**config.mk**
```make
export PLATFORM = sky130hd
export DESIGN_NAME = video_mode_sequencer
export DESIGN_NICKNAME = d
export VERILOG_FILES = /design/src/rtl/vmode_pkg.sv /design/src/rtl/sat_counter.sv /design/src/rtl/video_mode_sequencer.sv
export SDC_FILE = /design/constraint.sdc
export NUM_CORES = 1
export LEC_CHECK = 0
export CORE_AREA = 4 4 71 73
export DETAILED_ROUTE_END_ITERATION = 7
export DIE_AREA = 0 0 75 77
export PLACE_DENSITY = 0.78
export SETUP_SLACK_MARGIN = 0.1
export SLEW_MARGIN = 20
export SYNTH_ARGS = -nofsm -noshare
export SYNTH_HDL_FRONTEND = slang
export SYNTH_SLANG_ARGS = --single-unit
```
**constraint.sdc**
```tcl
create_clock -name i_clk -period 3.1 [get_ports i_clk]
set_clock_uncertainty 0.1 [all_clocks]
set_input_delay 0.62 -clock i_clk [delete_from_list [all_inputs] [get_ports i_clk]]
set_output_delay 0.62 -clock i_clk [all_outputs]
set_load 0.1 [all_outputs]
```
**src/rtl/vmode_pkg.sv**
```systemverilog
`default_nettype none
// ============================================================================
// Package     : vmode_pkg
// Description : Shared encodings for the video mode sequencer, the UART
//               command decoder and the MMCM DRP block.
// Revision    : 1.0  initial release
// ============================================================================
package vmode_pkg;

  // Sequencer states
  typedef enum logic [2:0] {
    ST_BOOT       = 3'd0,
    ST_IDLE       = 3'd1,
    ST_WAIT_FRAME = 3'd2,
    ST_BLANK      = 3'd3,
    ST_RECONFIG   = 3'd4,
    ST_APPLY      = 3'd5,
    ST_SETTLE     = 3'd6,
    ST_ERR        = 3'd7
  } vmode_state_e;

  // Image source codes
  typedef enum logic [1:0] {
    IMG_TP_DEFAULT = 2'b00,
    IMG_TP1        = 2'b01,
    IMG_TP2        = 2'b10,
    IMG_LIVE       = 2'b11
  } img_src_e;

  // Resolution codes
  typedef enum logic [1:0] {
    RES_640  = 2'b00,
    RES_800  = 2'b01,
    RES_1280 = 2'b10,
    RES_1920 = 2'b11
  } res_e;

  // One complete output selection (image, resolution, port)
  typedef struct packed {
    logic [1:0] img;
    logic [1:0] res;
    logic       out;
  } vmode_sel_t;

endpackage
`default_nettype wire

```
**src/rtl/sat_counter.sv**
```systemverilog
`default_nettype none
// ============================================================================
// Module      : sat_counter
// Description : Clearable, enabled up-counter that saturates at all-ones and
//               flags when its value equals a supplied terminal count.
// Revision    : 1.0  initial release
// ============================================================================
module sat_counter #(
  parameter int CNT_W = 21
) (
  input  logic             clk_i,
  input  logic             rst_i,
  input  logic             clr_i,
  input  logic             en_i,
  input  logic [CNT_W-1:0] term_i,
  output logic             hit_o
);

  logic [CNT_W-1:0] cnt_q;

  // Count up while enabled; clear wins; hold at all-ones instead of wrapping
  always_ff @(posedge clk_i or posedge rst_i) begin
    if (rst_i) begin
      cnt_q <= '0;
    end else if (clr_i) begin
      cnt_q <= '0;
    end else if (en_i && (cnt_q != {CNT_W{1'b1}})) begin
      cnt_q <= cnt_q + CNT_W'(1);
    end
  end

  assign hit_o = (cnt_q == term_i);

endmodule
`default_nettype wire

```
**src/rtl/video_mode_sequencer.sv**
```systemverilog
`default_nettype none
// ============================================================================
// Module      : video_mode_sequencer
// Description : Applies image/resolution/output requests at frame boundaries,
//               blanking the output and driving pixel-clock reconfiguration
//               with lock supervision when the resolution changes.
// Revision    : 1.0  initial release
// ============================================================================
module video_mode_sequencer #(
  parameter int BLANK_CYCLES  = 16,
  parameter int SETTLE_CYCLES = 1024,
  parameter int LOCK_TIMEOUT  = 1048576,
  parameter int CNT_W         = 21
) (
  input  logic       i_clk,
  input  logic       i_rst,
  input  logic [1:0] req_img,
  input  logic [1:0] req_res,
  input  logic       req_out,
  input  logic       req_soft_rst,
  input  logic       frame_end,
  input  logic       clk_locked,
  output logic [1:0] img_sel,
  output logic [1:0] res_sel,
  output logic       out_sel,
  output logic       reconfig_start,
  output logic [1:0] reconfig_res,
  output logic       tg_reset,
  output logic       blank,
  output logic       busy,
  output logic       lock_err
);

  import vmode_pkg::*;

  localparam logic [CNT_W-1:0] BLANK_TERM   = CNT_W'(BLANK_CYCLES - 1);
  localparam logic [CNT_W-1:0] SETTLE_TERM  = CNT_W'(SETTLE_CYCLES - 1);
  localparam logic [CNT_W-1:0] TIMEOUT_TERM = CNT_W'(LOCK_TIMEOUT - 1);

  vmode_state_e     state_q, state_d;
  vmode_sel_t       sel_q, sel_d, tgt_q, tgt_d, req;
  logic             reconfig_start_q, reconfig_start_d;
  logic [1:0]       reconfig_res_q, reconfig_res_d;
  logic             tg_reset_q, tg_reset_d;
  logic             blank_q, blank_d;
  logic             lock_err_q, lock_err_d;
  logic             seen_low_q, seen_low_d;
  logic             lock_prev_q;
  logic             busy_q;
  logic             cnt_clr, cnt_en, cnt_hit;
  logic [CNT_W-1:0] cnt_term;
  logic             lock_rise;

  assign req       = {req_img, req_res, req_out};
  assign lock_rise = clk_locked & ~lock_prev_q;

  sat_counter #(
    .CNT_W (CNT_W)
  ) u_cnt (
    .clk_i  (i_clk),
    .rst_i  (i_rst),
    .clr_i  (cnt_clr),
    .en_i   (cnt_en),
    .term_i (cnt_term),
    .hit_o  (cnt_hit)
  );

  // Next-state and next-output decode; soft reset overrides every state
  always_comb begin
    state_d          = state_q;
    sel_d            = sel_q;
    tgt_d            = tgt_q;
    reconfig_start_d = 1'b0;
    reconfig_res_d   = reconfig_res_q;
    tg_reset_d       = tg_reset_q;
    blank_d          = blank_q;
    lock_err_d       = lock_err_q;
    seen_low_d       = seen_low_q;
    cnt_clr          = 1'b0;
    cnt_en           = 1'b0;
    cnt_term         = '0;

    if (req_soft_rst) begin
      state_d    = ST_BOOT;
      sel_d      = '0;
      lock_err_d = 1'b0;
      tg_reset_d = 1'b1;
      blank_d    = 1'b1;
      cnt_clr    = 1'b1;
      // Return the pixel clock to the default resolution if it was moved
      if (sel_q.res != RES_640) begin
        reconfig_start_d = 1'b1;
        reconfig_res_d   = RES_640;
      end
    end else begin
      case (state_q)
        ST_BOOT: begin
          if (clk_locked) begin
            state_d = ST_SETTLE;
            cnt_clr = 1'b1;
          end
        end

        ST_IDLE: begin
          if (req != sel_q) begin
            tgt_d   = req;
            state_d = ST_WAIT_FRAME;
          end
        end

        ST_WAIT_FRAME: begin
          // Target follows the request so the value at frame_end is used
          tgt_d = req;
          if (req == sel_q) begin
            state_d = ST_IDLE;
          end else if (frame_end) begin
            state_d = ST_BLANK;
            blank_d = 1'b1;
            cnt_clr = 1'b1;
          end
        end

        ST_BLANK: begin
          cnt_en   = 1'b1;
          cnt_term = BLANK_TERM;
          if (cnt_hit) begin
            if (tgt_q.res != sel_q.res) begin
              state_d          = ST_RECONFIG;
              tg_reset_d       = 1'b1;
              reconfig_start_d = 1'b1;
              reconfig_res_d   = tgt_q.res;
              seen_low_d       = 1'b0;
              cnt_clr          = 1'b1;
            end else begin
              state_d = ST_APPLY;
            end
          end
        end

        ST_RECONFIG: begin
          cnt_en   = 1'b1;
          cnt_term = TIMEOUT_TERM;
          if (!clk_locked) begin
            seen_low_d = 1'b1;
          end
          // A lock that never dropped is not a fresh lock
          if (seen_low_q && clk_locked) begin
            state_d = ST_APPLY;
          end else if (cnt_hit) begin
            state_d    = ST_ERR;
            lock_err_d = 1'b1;
          end
        end

        ST_APPLY: begin
          sel_d = tgt_q;
          if (tg_reset_q) begin
            state_d = ST_SETTLE;
            cnt_clr = 1'b1;
          end else begin
            state_d = ST_IDLE;
            blank_d = 1'b0;
          end
        end

        ST_SETTLE: begin
          cnt_en   = 1'b1;
          cnt_term = SETTLE_TERM;
          if (cnt_hit) begin
            state_d    = ST_IDLE;
            tg_reset_d = 1'b0;
            blank_d    = 1'b0;
          end
        end

        ST_ERR: begin
          // Late lock completes the failed attempt; a different request
          // retries at once since the timing generator is not producing frames
          if (lock_rise) begin
            state_d = ST_APPLY;
          end else if (req != tgt_q) begin
            tgt_d   = req;
            state_d = ST_BLANK;
            cnt_clr = 1'b1;
          end
        end

        default: begin
          state_d = ST_BOOT;
        end
      endcase
    end
  end

  // State and registered outputs
  always_ff @(posedge i_clk or posedge i_rst) begin
    if (i_rst) begin
      state_q          <= ST_BOOT;
      sel_q            <= '0;
      tgt_q            <= '0;
      reconfig_start_q <= 1'b0;
      reconfig_res_q   <= RES_640;
      tg_reset_q       <= 1'b1;
      blank_q          <= 1'b1;
      lock_err_q       <= 1'b0;
      seen_low_q       <= 1'b0;
      lock_prev_q      <= 1'b0;
      busy_q           <= 1'b1;
    end else begin
      state_q          <= state_d;
      sel_q            <= sel_d;
      tgt_q            <= tgt_d;
      reconfig_start_q <= reconfig_start_d;
      reconfig_res_q   <= reconfig_res_d;
      tg_reset_q       <= tg_reset_d;
      blank_q          <= blank_d;
      lock_err_q       <= lock_err_d;
      seen_low_q       <= seen_low_d;
      lock_prev_q      <= clk_locked;
      busy_q           <= (state_d != ST_IDLE);
    end
  end

  assign img_sel        = sel_q.img;
  assign res_sel        = sel_q.res;
  assign out_sel        = sel_q.out;
  assign reconfig_start = reconfig_start_q;
  assign reconfig_res   = reconfig_res_q;
  assign tg_reset       = tg_reset_q;
  assign blank          = blank_q;
  assign busy           = busy_q;
  assign lock_err       = lock_err_q;

endmodule
`default_nettype wire

```
==> reports/metrics.csv <==
stage,metric,value,unit
hold_path,min_path_type,reg2reg,
setup_path,path_cells,"clkdlybuf4s50_1, or3b_1, or3_1, a221oi_2, nand2_1, o211ai_1, buf_4, nor2_1",
yosys,async_flop_share,100,%
sta,hold_viol,0,
setup_path,end_kind,register,
cts,cts_made_buffers,5,
setup_path,reg2reg_setup_slack,0.65,ns
final_layout,fill_cells,373,
sta,setup_viol,0,
final_layout,fin_area,2820,um2
setup_path,crit_buf_inv,2,
setup_path,crit_family,simple AND/OR/NAND/NOR gates,
cts,cts_setup_buffers,0,
setup_path,reg2reg_depth,8,
sta,clock.fmax,359,MHz
hold_path,worstHoldPathCells,2,
cts,cts_sinks,43,
drt,drtAntennaViolNets,0,
pwr,p_sw_share,44.1,%
yosys,synth.cell_area,2470,um2
cts,ctsHoldBuffers,0,
yosys,yosys.cell_types.count,45,
floorplan,core,4350,um2
final_layout,drive_gt1_share,13.5,%
drt,drc,0,
pwr,pwr-share-comb,47.6,%
yosys,synth.net_count,282,
cts,cts_buffer_depth,2,
grt,grt_first_pass_wirelength,9.28,mm
yosys,synth_cells,271,
final_layout,syn_to_final_growth,14.3,%
floorplan,die_x,75,um
cts,insertion_delay,0.30,ns
yosys,yosysTopAreaCell,dfrtp_1,
cts,cts-root-buf,clkbuf_8,
setup_path,r2r-end,u_cnt.cnt_q[10],
floorplan,die-area,5780,um2
setup_path,cp.required,3.17,ns
sta,tightest_slew,0.445,ns
pwr,internal-power,0.00116,W
place,dp_hpwl,3.83,mm
sta,slew_violations,0,
yosys,synth_ff_type,dfrtp_1,
setup_path,arrival,2.86,ns
yosys,syn_area_per_cell,9.11,um2
hold_path,worst_hold_startpoint,blank,
place,placed_area,2740,um2
yosys,yosysSeqAreaShare,43.7,%
floorplan,num_io_pins,22,
yosys,yosys_warnings,0,
cts,ctsResizeCount,0,
drt,routedWlPerCell,15.4,um
setup_path,regToRegStartpoint,state_q[2],
yosys,synth_edf_count,0,
grt,grt_max_degree,44,
place,place_congestion,0.821,
hold_path,hold_end,blank,
sta,min_period_over_period,89.9,%
yosys,synth_top_area_share,40.5,%
pwr,p_clk_share,17.0,%
sta,rsz0062_at_grt,false,
setup_path,crit_slowest_cell,clkdlybuf4s50_1,
final_layout,nNetsFinal,307,
cts,cts.clk_slew.worst_paths,0.08,ns
sta,min_period,2.79,ns
grt,first_global_vias,1986,
cts,cts_tree,built,
outcome,status,"finished, final reports clean",
final_layout,multi_input_area,1290,um2
final_layout,seq_area,1080,um2
setup_path,startpoint_type,primary input,
final_layout,n_antenna_cell,0,
flow_run,cap_violations,0,
cts,htreeDepth,2,
yosys,ys_seq_elements,43,
drt,drt_pre_antenna_iters,4,
pwr,leakage,1.24,nW
yosys,synth.area.top_cells,"dfrtp_1 41%, xor2_1 6.7%, nor2_1 6.7%",
floorplan,start_util,56.7,%
grt,grt_overflow,0,
drt,initialDrtViolationCount,238,
floorplan,rows,24,
floorplan,die_h,77,um
setup_path,critical_path_class,in2reg,
sta,finalSetupTns,0,ns
drt,routed_wl,5.37,mm
sta,slew_headroom,70.2,%
place,numPortBuffers,21,
drt,viasPerCell,5.85,
grt,grt_use_total,20.5,%
pwr,power_density,737,nW/um2
pwr,power_switching,0.000917,W
grt,antenna_found_initial,0,
drt,vias,2043,
setup_path,critPathMaxStageDelay,0.42,ns
pwr,seqPwrFrac,35.4,%
pwr,vdd_drop_max,0.536,mV
setup_path,critical_path.max_fanout,21,
-- cell usage after synthesis, types with 2 or more instances --
cell type,instances
a21o_1,2
nor3_1,7
nand3_1,13
xor2_1,19
o211ai_1,2
dfrtp_1,40
or3_1,7
mux2i_1,8
a311oi_1,2
dfstp_2,3
a2bb2oi_1,2
o31a_1,2
nor2_1,44
a21oi_1,9
clkbuf_1,6
o21ai_0,2
buf_2,6
xnor2_1,14
nand2_1,25
inv_1,8
nand2b_1,3
and4_1,3
a31oi_1,4
nand4_1,9
nor4_1,5
and3_1,3
mux2_2,5
-- placed cells by master (no fill, tap or decap), drive strengths merged, types with 5 or more instances in the layout --
| cell type | count |
|---|---|
| nor2 | 44 |
| dfrtp | 40 |
| nand2 | 25 |
| buf | 23 |
| xor2 | 19 |
| xnor2 | 14 |
| nand3 | 13 |
| nand4 | 9 |
| a21oi | 9 |
| clkdlybuf4s50 | 9 |
| mux2i | 8 |
| or3 | 7 |
| inv | 7 |
| nor3 | 7 |
| clkbuf | 6 |
| nor4 | 5 |
| mux2 | 5 |
-- worst max-delay path by stage --
stage / cells after the start / slack [ns] / startpoint / to
floorplan: 9 / 0.28 / req_soft_rst / seen_low_q
global placement: 7 / 0.01 / req_soft_rst / seen_low_q
detailed placement: 7 / 0.003 / req_soft_rst / seen_low_q
CTS: 8 / 0.32 / req_soft_rst / u_cnt.cnt_q[10]
global route: 8 / 0.16 / req_soft_rst / u_cnt.cnt_q[10]
finish: 8 / 0.31 / req_soft_rst / u_cnt.cnt_q[10]
-- area by class of cell --
cell class | instances | area share (%)
multi-input cells | 206 | 45.6
flip-flops and latches | 43 | 38.3
repair buffers | 32 | 9.75
clock buffers | 6 | 2.57
well taps | 52 | 2.30
inverters | 8 | 1.06
clock inverters | 2 | 0.443
-- sequential cells by signal (all words and copies together) (netlist names) --
register	count
img_sel	2
lock_prev_q	1
seen_low_q	1
reconfig_res	2
busy	1
tg_reset	1
tgt_q	5
lock_err	1
res_sel	2
out_sel	1
state_q	3
u_cnt.cnt_q	21
blank	1
reconfig_start	1
-- stage by stage --
stage / setup WS, ns / cells / power [W] / hold WS (ns) / utilization [%]
final: 0.314 / 349 / 0.00208 / 0.386 / 64.8
after global routing: 0.159 / 349 / 0.00220 / 0.408 / 64.8
after CTS: 0.319 / 349 / 0.00208 / 0.393 / 64.8
after detailed placement: 0.00260 / 341 / 0.00173 / 0.379 / 62.9
after global placement: 0.0124 / 341 / 0.00171 / 0.376 / 62.9
after floorplan: 0.285 / 271 / 0.00148 / 0.373 / -
-- cells by family (layout without fill, tap and decap cells) --
family          after synthesis  in the layout  share of synthesized area, %
xor+xnor                     33             33                          11.7
compound gates               34             34                          10.1
buf+inv                      22             48                          4.11
mux                          13             13                          5.52
simple gates                125            125                          24.3
fa+ha+maj                     1              1                         0.507
flops                        43             43                          43.7
-- power groups by stage --
stage,registers [W],logic [W],clock network (W)
floorplan,0.000954,0.000527,0
global placement,0.000745,0.000963,0
detailed placement,0.000746,0.000980,0
CTS,0.000736,0.000985,0.000362
global route,0.000750,0.00107,0.000382
finish,0.000737,0.000990,0.000354
-- worst min-delay path, cell delays in order (launching register included) --
cell	delay [ns]
dfstp_2	0.37
o221ai_1	0.06
nand2_1	0.06
-- per-layer routing --
layer	wire length (um)	GRT usage, %	vias to the layer above	part of all wire (%)
met3	214	3.14	5	4.0
met4	45	6.23	0	0.84
li1	-	-	995	-
met5	0	0	-	0
met1	2520	29.5	992	47
met2	2580	31.6	51	48
No activity file was read; power rests on OpenSTA's default activity.
